==> config.mk <==
export PLATFORM = sky130hd
export DESIGN_NAME = cdm8_error_monitor
export DESIGN_NICKNAME = d
export VERILOG_FILES = /design/src/rtl/cdm_pkg.sv /design/src/rtl/cdm_err_accum.sv /design/src/rtl/cdm8_error_monitor.sv
export SDC_FILE = /design/constraint.sdc
export NUM_CORES = 1
export LEC_CHECK = 0
export ABC_AREA = 1
export CAP_MARGIN = 20
export CORE_MARGIN = 3
export CORE_UTILIZATION = 50
export DETAILED_ROUTE_END_ITERATION = 6
export PLACE_DENSITY = 0.72
export SYNTH_ARGS = -nofsm -noshare
export SYNTH_HDL_FRONTEND = slang
export SYNTH_SLANG_ARGS = --single-unit
==> constraint.sdc <==
create_clock -name clk -period 12.9 [get_ports clk]
set_input_delay 1.935 -clock clk [delete_from_list [all_inputs] [get_ports clk]]
set_output_delay 1.935 -clock clk [all_outputs]
set_load 0.1 [all_outputs]
==> src/rtl/cdm_pkg.sv <==
// rtl/cdm_pkg.sv - shared widths, drain length and state encoding for the cdm8 error monitor
package cdm_pkg;

    localparam int CDM_N        = 8;
    localparam int CDM_CW       = 2 * CDM_N + 1;
    localparam int CDM_SW       = 4 * CDM_N;
    localparam int DRAIN_CYCLES = 2;

    typedef enum logic [1:0] {
        IDLE  = 2'd0,
        SWEEP = 2'd1,
        DRAIN = 2'd2,
        DONE  = 2'd3
    } cdm_state_e;

endpackage

==> src/rtl/cdm_err_accum.sv <==
// rtl/cdm_err_accum.sv - S2 stage: exact product, absolute error and running count/sum/max
module cdm_err_accum
    import cdm_pkg::*;
#(
    parameter int N  = CDM_N,
    parameter int CW = 2 * N + 1,
    parameter int SW = 4 * N
) (
    input  logic            clk,
    input  logic            rst,
    input  logic            clear,
    input  logic            valid,
    input  logic [N-1:0]    a,
    input  logic [N-1:0]    b,
    input  logic [2*N-1:0]  approx,
    output logic [CW-1:0]   err_count,
    output logic [SW-1:0]   sum_abs_err,
    output logic [2*N-1:0]  max_abs_err,
    output logic [N-1:0]    max_a,
    output logic [N-1:0]    max_b
);

    logic [2*N-1:0] exact;
    logic [2*N-1:0] diff;

    assign exact = {{N{1'b0}}, a} * {{N{1'b0}}, b};
    assign diff  = (approx >= exact) ? (approx - exact) : (exact - approx);

    always_ff @(posedge clk) begin
        if (rst || clear) begin
            err_count   <= '0;
            sum_abs_err <= '0;
            max_abs_err <= '0;
            max_a       <= '0;
            max_b       <= '0;
        end else if (valid) begin
            err_count   <= err_count + {{(CW-1){1'b0}}, (diff != '0)};
            sum_abs_err <= sum_abs_err + {{(SW-2*N){1'b0}}, diff};
            // strict compare keeps the earliest pair on ties
            if (diff > max_abs_err) begin
                max_abs_err <= diff;
                max_a       <= a;
                max_b       <= b;
            end
        end
    end

endmodule

==> src/rtl/cdm8_error_monitor.sv <==
// rtl/cdm8_error_monitor.sv - sweeps all operand pairs through an external multiplier and gathers error statistics
module cdm8_error_monitor
    import cdm_pkg::*;
#(
    parameter int N  = CDM_N,
    parameter int CW = 2 * N + 1,
    parameter int SW = 4 * N
) (
    input  logic            clk,
    input  logic            rst,
    input  logic            start,
    output logic            busy,
    output logic            done,
    output logic [N-1:0]    op_a,
    output logic [N-1:0]    op_b,
    input  logic [2*N-1:0]  approx_r,
    output logic [CW-1:0]   err_count,
    output logic [SW-1:0]   sum_abs_err,
    output logic [2*N-1:0]  max_abs_err,
    output logic [N-1:0]    max_a,
    output logic [N-1:0]    max_b
);

    localparam logic [N-1:0] OP_MAX = {N{1'b1}};

    cdm_state_e     state;
    logic [1:0]     drain_cnt;
    logic           start_ok;
    logic [N-1:0]   s1_a;
    logic [N-1:0]   s1_b;
    logic [2*N-1:0] s1_r;
    logic           s1_v;

    assign start_ok = start && ((state == IDLE) || (state == DONE));
    assign busy     = (state == SWEEP) || (state == DRAIN);
    assign done     = (state == DONE);

    always_ff @(posedge clk) begin
        if (rst) begin
            state     <= IDLE;
            drain_cnt <= '0;
            op_a      <= '0;
            op_b      <= '0;
            s1_a      <= '0;
            s1_b      <= '0;
            s1_r      <= '0;
            s1_v      <= 1'b0;
        end else if (start_ok) begin
            state     <= SWEEP;
            drain_cnt <= '0;
            op_a      <= '0;
            op_b      <= '0;
            s1_v      <= 1'b0;
        end else begin
            // approx_r is combinational from op_a/op_b, so it pairs with them this cycle
            s1_a <= op_a;
            s1_b <= op_b;
            s1_r <= approx_r;
            s1_v <= (state == SWEEP);
            case (state)
                SWEEP: begin
                    if (op_a == OP_MAX && op_b == OP_MAX) begin
                        state     <= DRAIN;
                        drain_cnt <= '0;
                    end else begin
                        op_b <= op_b + 1'b1;
                        if (op_b == OP_MAX) begin
                            op_a <= op_a + 1'b1;
                        end
                    end
                end
                DRAIN: begin
                    if (drain_cnt == 2'(DRAIN_CYCLES - 1)) begin
                        state <= DONE;
                    end else begin
                        drain_cnt <= drain_cnt + 1'b1;
                    end
                end
                default: ;
            endcase
        end
    end

    cdm_err_accum #(
        .N  (N),
        .CW (CW),
        .SW (SW)
    ) u_accum (
        .clk         (clk),
        .rst         (rst),
        .clear       (start_ok),
        .valid       (s1_v),
        .a           (s1_a),
        .b           (s1_b),
        .approx      (s1_r),
        .err_count   (err_count),
        .sum_abs_err (sum_abs_err),
        .max_abs_err (max_abs_err),
        .max_a       (max_a),
        .max_b       (max_b)
    );

endmodule
# Word level (Yosys, flattened, before mapping)
# Cells that the tools add are included.
dict set report op_classes {
  n_addsub 7
  n_mul 1
  n_lt_le_gt_ge 2
  n_eq_ne 11
  mux 8
  bitwise 1
  reduce_logical 16
}
# cell count
set ops {}
lappend ops {{adder 32 x 16 -> 32 bit} 1}
lappend ops {{subtractor 16 bit} 2}
lappend ops {{adder 17 x 1 -> 17 bit} 1}
lappend ops {{adder 8 x 1 -> 8 bit, second input constant} 2}
lappend ops {{equality test 8 bit, second input constant} 2}
lappend ops {{>= comparator 16 bit} 1}
lappend ops {{> comparator 16 bit} 1}
lappend ops {{multiplier 8 x 8 -> 16 bit} 1}
lappend ops {{2-to-1 mux 16 bit} 1}
lappend ops {{nonzero test 16 bit} 1}
lappend ops {{AND reduction 3 bit} 4}
lappend ops {{2-to-1 mux 2 bit} 4}
lappend ops {{case mux 2 bit (2 select lines)} 2}
lappend ops {{inequality test 3 x 1 -> 1 bit, second input constant} 2}
lappend ops {{equality test 2 x 1 -> 1 bit, second input constant} 2}
lappend ops {{equality test 2 bit, second input constant} 2}
lappend ops {{inequality test 2 x 1 -> 1 bit, second input constant} 2}
lappend ops {{AND reduction 2 bit} 2}
lappend ops {{logical OR 1 bit} 3}
lappend ops {{nonzero test 3 bit} 1}
lappend ops {{adder 2 x 1 -> 2 bit, second input constant} 1}
lappend ops {{logical AND 1 bit} 2}
lappend ops {{logical NOT 2 bit} 1}
lappend ops {{inequality test 2 bit, second input constant} 1}
lappend ops {{other kinds (4)} 4}
dict set report word_totals {
  ff_bits 134
  output_inout_bits 99
  word_cells 60
}

# Longest topological paths before layout
dict set report depth {
  word_depth 5
  depth_mapped 53
  depth_no_buf 51
}

# Modules after synthesis
# From an unflattened synthesis, not the netlist that was laid out.
dict set report hier_totals {
  cells_unflattened 1685
  area_unflattened_um2 11267.1
}
# mod instances cells_per_inst area_each_um2
set by_module_without_submodules {}
lappend by_module_without_submodules {cdm_err_accum 1 1394 9014.9}
lappend by_module_without_submodules {cdm8_error_monitor 1 291 2252.2}

# Least setup slack after synthesis
# No wires, ideal clock.
dict set report synth_path {
  path_type {register to register}
  start {register s1_a[0]}
  end {register u_accum.err_count[15]}
  t_arrival_ns 7.920
  t_required_ns 12.821
  path_slack_ns 4.901
  path_stages_with_launch 51
  synth_period_minus_slack_ns 7.999
  path_cell_list {dfxtp_1 clkbuf_1 nand2_1 fa_1 fa_1 inv_1 fa_1 inv_1 fa_1 inv_1 ha_1 inv_1 nor3_1 nand2_1 o211ai_1 a21o_1 a21oi_1 o21ai_0 [... 15 more ...] inv_1 nor2_1 nand4_1 ha_1 nand3_1 nor2_1 nand2_1 nor2_1 nand2_1 nor2_1 nand2_1 inv_1 nand3_1 nor3_1 nand3_1 inv_1 a21oi_1 nor3_1}
}
dict set report synth_via {
  elab_chain_cells 5
  elab_cells_between_ends 7
  cone_classes {3 x add/sub; 1 x mul; 1 x order compare; 1 x mux; 1 x reduce/logical}
}
# element line_no
set synth_rtl {}
lappend synth_rtl {{from (decl)} cdm8_error_monitor.sv:29} ;# logic [N-1:0] s1_a;
lappend synth_rtl {{from (signal assigned)} cdm8_error_monitor.sv:56} ;# s1_a <= op_a;
lappend synth_rtl {{multiplier 8 x 8 -> 16 bit (*)} cdm_err_accum.sv:26} ;# assign exact = {{N{1'b0}}, a} * {{N{1'b0}}, b};
lappend synth_rtl {{subtractor 16 bit / >= comparator 16 bit (equally long branches)} cdm_err_accum.sv:27} ;# assign diff = (approx >= exact) ? (approx - exact) : (exact - approx);
lappend synth_rtl {{2-to-1 mux 16 bit (*)} cdm_err_accum.sv:27}
lappend synth_rtl {{named net u_accum.diff[13]} cdm_err_accum.sv:24} ;# logic [2*N-1:0] diff;
lappend synth_rtl {{nonzero test 16 bit (*)} cdm_err_accum.sv:37} ;# err_count <= err_count + {{(CW-1){1'b0}}, (diff != '0)};
lappend synth_rtl {{adder 17 x 1 -> 17 bit (*)} cdm_err_accum.sv:37}
lappend synth_rtl {{to (signal assigned)} cdm_err_accum.sv:37}
lappend synth_rtl {{to (decl)} cdm_err_accum.sv:16} ;# output logic [CW-1:0] err_count,
# Mark *: on every way through the listed nets, which the timed path passes. The rest lies on a longest branch.
# A chain may end at the register's enable or synchronous reset.

# Worst setup path in the final report
dict set report layout_path {
  start {register s1_b[6]}
  end {register u_accum.max_abs_err[7]}
}
dict set report layout_via {
  elab_chain_cells 5
  elab_cells_between_ends 7
  cone_classes {2 x add/sub; 1 x mul; 2 x order compare; 1 x mux; 1 x reduce/logical}
}
# element line_no
set layout_rtl {}
lappend layout_rtl {{from (decl)} cdm8_error_monitor.sv:30} ;# logic [N-1:0] s1_b;
lappend layout_rtl {{from (signal assigned)} cdm8_error_monitor.sv:57} ;# s1_b <= op_b;
lappend layout_rtl {{multiplier 8 x 8 -> 16 bit} cdm_err_accum.sv:26}
lappend layout_rtl {{>= comparator 16 bit} cdm_err_accum.sv:27}
lappend layout_rtl {{2-to-1 mux 16 bit} cdm_err_accum.sv:27}
lappend layout_rtl {{named net u_accum.diff[5]} cdm_err_accum.sv:24}
lappend layout_rtl {{> comparator 16 bit} cdm_err_accum.sv:40} ;# if (diff > max_abs_err) begin
lappend layout_rtl {{AND reduction 2 bit (no line)} n/a}
lappend layout_rtl {{to (signal assigned)} cdm_err_accum.sv:41} ;# max_abs_err <= diff;
lappend layout_rtl {{to (decl)} cdm_err_accum.sv:18} ;# output logic [2*N-1:0] max_abs_err,
# The timed path passes the listed nets, and every way through them passes these cells.

==> metrics.yaml <==
maxCapViolCount: 0
clk_path_buf_depth: 2
clk_pin_slew_ns: 0.07
synth_area_leader_cell: "dfxtp_1"
cp_slowest_cell: "nand3_4"
area_growth_pct: 16.30
worst_slew_pin_slew_ns: 1.054
yosysWarningCount: 0
min_path_type: "register to register"
num_io_pins: 118
crit_top_cell: "nand2_1"
relSlewSlack_pct: 29.51
status: "completed"
synthArstFlopShare_pct: 0
peakVddDrop_v: 0.0002225
die_h_um: 156.4
syn_avg_cell_area_um2: 6.710
antenna_found_initial: 0
vias: 10690
cp_max_fo: 61
synth_top_cell_area_share_pct: 23.73
die_w_um: 156.4
setup_tns_ns: 0
r2r_start: "s1_b[6]"
mostFrequentLayoutCell: "nand2_1"
min_period_over_period_pct: 66.90
totalWireLength_um: 30900
crit_required_ns: 13.23
worst_slack_ns: 4.270
fin_worst_skew_ns: 0.01508
fin_crit_ns: 8.630
h-tree-depth: 4
post_drt_wl_per_cell_um: 15.00
numCtsBuffers: 17
hold_path_end: "drain_cnt[1]"
routabilityCongestion: 0.9297
synth_cells: 1685
drt-pass1-iter-count: 6
cts_sinks: 134
dpl.hpwl_um: 23970
drtIter0Drc: 580
crit_start: "s1_b[6]"
syn_area_um2: 11310
final-setup-viol-count: 0
arrival_ns: 8.96
port_buffers: 117
postRouteAntennaNets: 0
grt_pass1_wl_um: 50660
critPathLaunchType: "register"
post_cts_buffers: 0
antenna_cells: 0
detail_route.drc_violations: 0
power.density_nw_per_um2: 278.4
first_global_vias: 10250
design.core.area_um2: 22030
r2r_setup_slack_ns: 4.27
rsz0062_at_grt: "no"
reg2reg_depth: 40
synth-seq-cells: 134
seqCellArea_um2: 2683
grt_max_degree: 73
ys_seq_area_share_pct: 23.73
pre_cts_ws_ns: 4.215
layout_common_cells: "384 x nand2_1, 307 x inv_1, 189 x nor2_1"
leakage_uw: 0.006467
multi_input_area_um2: 7109
drive_above_1_share_pct: 5.562
holdPathStages: 2
min-delay-start: "drain_cnt[1]"
synthFlopType: "dfxtp_1"
fmax_mhz: 115.9
initial_core_util_pct: 51.33
fp.dieArea_um2: 24450
clk_latency_ns: 0.44
yosysUniqueCellTypes: 50
crit_type: "register to register"
synth_edf_count: 0
r2r_end: "u_accum.max_abs_err[7]"
slowest_delay_ns: 0.61
grt_usage_pct: 25.60
holdBufCountCts: 0
ctsRootBufferMaster: "clkbuf_16"
post_cts_resize_count: 0
syn_nets: 1845
final_nets: 1927
final-hold-violation-count: 0
worst_setup_path_end_kind: "register"
fin_util_pct: 59.70
rows: 54
timing.final.max_slew_violations: 0
grt_overflow: 0
fillers: 2116
tritoncts: "built"
netlist_top_cells_area: "dfxtp_1 24%, nand2_1 13%, ha_1 11%, inv_1 10%, fa_1 6.7%"
via_per_inst: 5.187
metrics by stage:
step	power [µW]	hold WS, ns	area, µm²	cells
final	3660	0.4670	13150	2060
after global routing	4000	0.4865	13150	2060
after CTS	3644	0.4664	13110	2058
after detailed placement	3123	0.4558	12510	2026
after global placement	3088	0.4551	12510	2026
after floorplan	2639	0.4453	11310	1685
registers in the layout, summed over array words and instances, names as in the netlist, 2 cells and up:
register,count
drain_cnt,2
u_accum.sum_abs_err,32
op_b,8
state,2
u_accum.max_b,8
op_a,8
s1_r,16
s1_b,8
s1_a,8
u_accum.max_a,8
u_accum.max_abs_err,16
u_accum.err_count,17
where the power goes:
group	internal (µW)	leakage (µW)	switching [µW]
registers	473	0.00109	82.0
logic	762	0.00509	1840
clock network	281	0.000293	222
cells by family after synthesis:
logic type                 count (synthesis)  synth area share (%)
buffers and inverters                    372                 13.46
DFF                                      134                 23.73
xor gates and xnor gates                  32                 2.479
AOI/OAI and AO/OA                        243                 12.57
adders and majority gates                141                 18.13
and+or+nand+nor                          763                 29.64
how the worst max path moves through the flow:
stage	depth (start not counted)	slack [ns]	end
after floorplan	50	4.90	u_accum.err_count[15]
after global placement	45	4.49	u_accum.max_abs_err[7]
after detailed placement	45	4.22	u_accum.max_abs_err[7]
after CTS	45	4.18	u_accum.max_abs_err[7]
after global routing	48	3.22	u_accum.err_count[15]
final	40	4.27	u_accum.max_abs_err[7]
final cells by class:
cell class | count | area share [%]
Clock buffer | 18 | 3.340
Clock inverter | 14 | 1.218
Inverter | 312 | 8.907
Multi-Input combinational cell | 1179 | 54.07
Sequential cell | 134 | 20.40
Tap cell | 280 | 2.664
Timing Repair Buffer | 123 | 9.401
routing by layer:
metal / track usage [%] / part of all wire, % / up-vias / wire (µm)
met2: 44.51 / 48 / 314 / 14820
met1: 32.59 / 45 / 4833 / 13770
li1: - / - / 5482 / -
met3: 3.540 / 4.7 / 56 / 1467
met4: 8.837 / 2.7 / 0 / 841
met5: 0 / 0 / - / 0
worst max-delay path, delay by kind of cell (launching register included):
family                     cells  cell delay [ns]
and+or+nand+nor               14             2.38
DFF                            1             0.53
buffers and inverters          8             0.73
xor gates and xnor gates       2             0.43
adders and majority gates      7             3.08
AOI/OAI and AO/OA              9             1.34
cells in the mapped netlist (17+ instances only):
cell type,number
ha_1,103
fa_1,38
nand3_2,23
nand3b_1,17
nor2_1,190
dfxtp_1,134
clkbuf_1,35
nand2_1,384
o21ai_0,46
xor2_1,28
inv_1,307
nand3_1,73
a21oi_1,120
a211oi_1,33
nor3_1,32
Note: power is estimated with default switching activity, not from simulation.
==> RTL edit: new RTL, same settings <==
Encoding of `cdm_state_e`: now Gray code (2 bits for 4 states).
--- a/src/rtl/cdm_pkg.sv
+++ b/src/rtl/cdm_pkg.sv
@@ -7,10 +7,10 @@
     localparam int DRAIN_CYCLES = 2;
 
     typedef enum logic [1:0] {
-        IDLE  = 2'd0,
-        SWEEP = 2'd1,
-        DRAIN = 2'd2,
-        DONE  = 2'd3
+        IDLE  = 2'b00,
+        SWEEP = 2'b01,
+        DRAIN = 2'b11,
+        DONE  = 2'b10
     } cdm_state_e;
 
 endpackage
Formal check against the unedited RTL: same outputs for any inputs over 4 cycles, from zero or initial values and one cycle with rst high; so few cycles prove little.
==> RTL edit against the original RTL <==
  * Critical path depth is 7 higher
  * Routed wire length is 0.63% lower
  * Sequential cell count stayed put
  * Highest routed layer unchanged
  * Final area is 0.30% lower
  * Maximum frequency is 0.76% lower
  * Hold slack better by 0.011 ns
  * Synthesized area is 0.55% lower
  * Die area is 0.53% lower
  * Clock skew is 0.0035 ns lower
  * Worst setup slack worse by 0.066 ns
Power is not compared: it rests on default switching activity, and its combinational part moved more than twofold at a synthesized area within 25%.
==> RTL edit: results (changes against the original RTL) <==
Parameter                              Value

Outcome
  Status    complete, no violations

Synthesis
  Share of the synthesized area in compound gates (AO/OA/AOI/OAI)    0.119 (-0.00642)
  Fraction of synthesized cell area in xor and xnor cells    0.0288 (+0.00403)
  Post-synthesis cell type count    53 (+6.0%)
  Commonest cells in the netlist    nand2_1 (386), inv_1 (304), nor2_1 (186)
  Cell types with the largest area share after synthesis    dfxtp_1 (24%), nand2_1 (13%), ha_1 (11%)
  Post-Synthesis Net Count    1833 (-0.65%)
  Adder-cell area share of the yosys netlist    0.177 (-0.00456)
  Post-synthesis instance total    1678 (-0.42%)
  Share of cell area taken by muxes after synthesis    0.000890 (+0.000890)

Final layout
  Non-filler instance count after layout    2050 (-0.49%)
  Count of nets after finishing    1912 (-0.78%)
  Fraction of layout cells with a size suffix above 1    0.0565 (+0.000879)

Placed design
  Placement-stage cell area    12500 sq um (-0.19%)
  Worst slack at placement    4.23 ns (+0.0148 ns)
  Cell total after placement    2017 (-0.44%)
  Gpl congestion    0.963 (+3.6%)
  Placed wire-length estimate after detailed placement    23700 um (-1.1%)

Global routing
  Met1 Track Usage GR    0.347 (+0.0206)
  Met3 track utilization from global routing    0.0341 (-0.00128)
  Number of global-route vias before repair    10226 (-0.20%)
  Wire length of the first global-routing pass    50700 um (+0.15%)

Route
  Wire length on met1    14100 um (+2.7%)
  Number of DRC violations after detailed-routing iteration 0    643 (+11%)
  Drt first pass iters    5 (-1)
  Via density    5.20 (+0.25%)
  Detailed-route wire length per cell    15.0 um (-0.15%)

Setup path
  CP peak stage delay    0.57 ns (-0.04 ns)
  CP max-delay cell    dfxtp_1
==> RTL edit: cell count changes after synthesis, sizes merged, moves of 4 or more <==
cell and change:
nor2 -4, xor2 +4, nor3 -10, a211oi -6, nand4 +9, nand3b +4, ha -5, o21ai -6
nand3 -5
==> RTL edit: layout make-up <==
class / instances / area [sq um] / area share
timing repair buffer: 123 / 1250 / 0.0953
sequential: 134 / 2680 / 0.205
inverter: 311 / 1170 / 0.0891
tap: 280 / 350 / 0.0267
clock inverter: 15 / 173 / 0.0132
clock buffer: 17 / 425 / 0.0325
multi-input combinational: 1170 / 7060 / 0.539
==> RTL edit: path summary, 6_finish.rpt <==
path / slack [ns] / endpoint / cells after the start / start
max: 4.20 / u_accum.err_count[15] / 47 / s1_a[3]
min: 0.48 / s1_r[15] / 2 / s1_r[15]
max reg2reg: 4.20 / u_accum.err_count[15] / 47 / s1_a[3]
min reg2reg: 0.48 / s1_r[15] / 2 / s1_r[15]
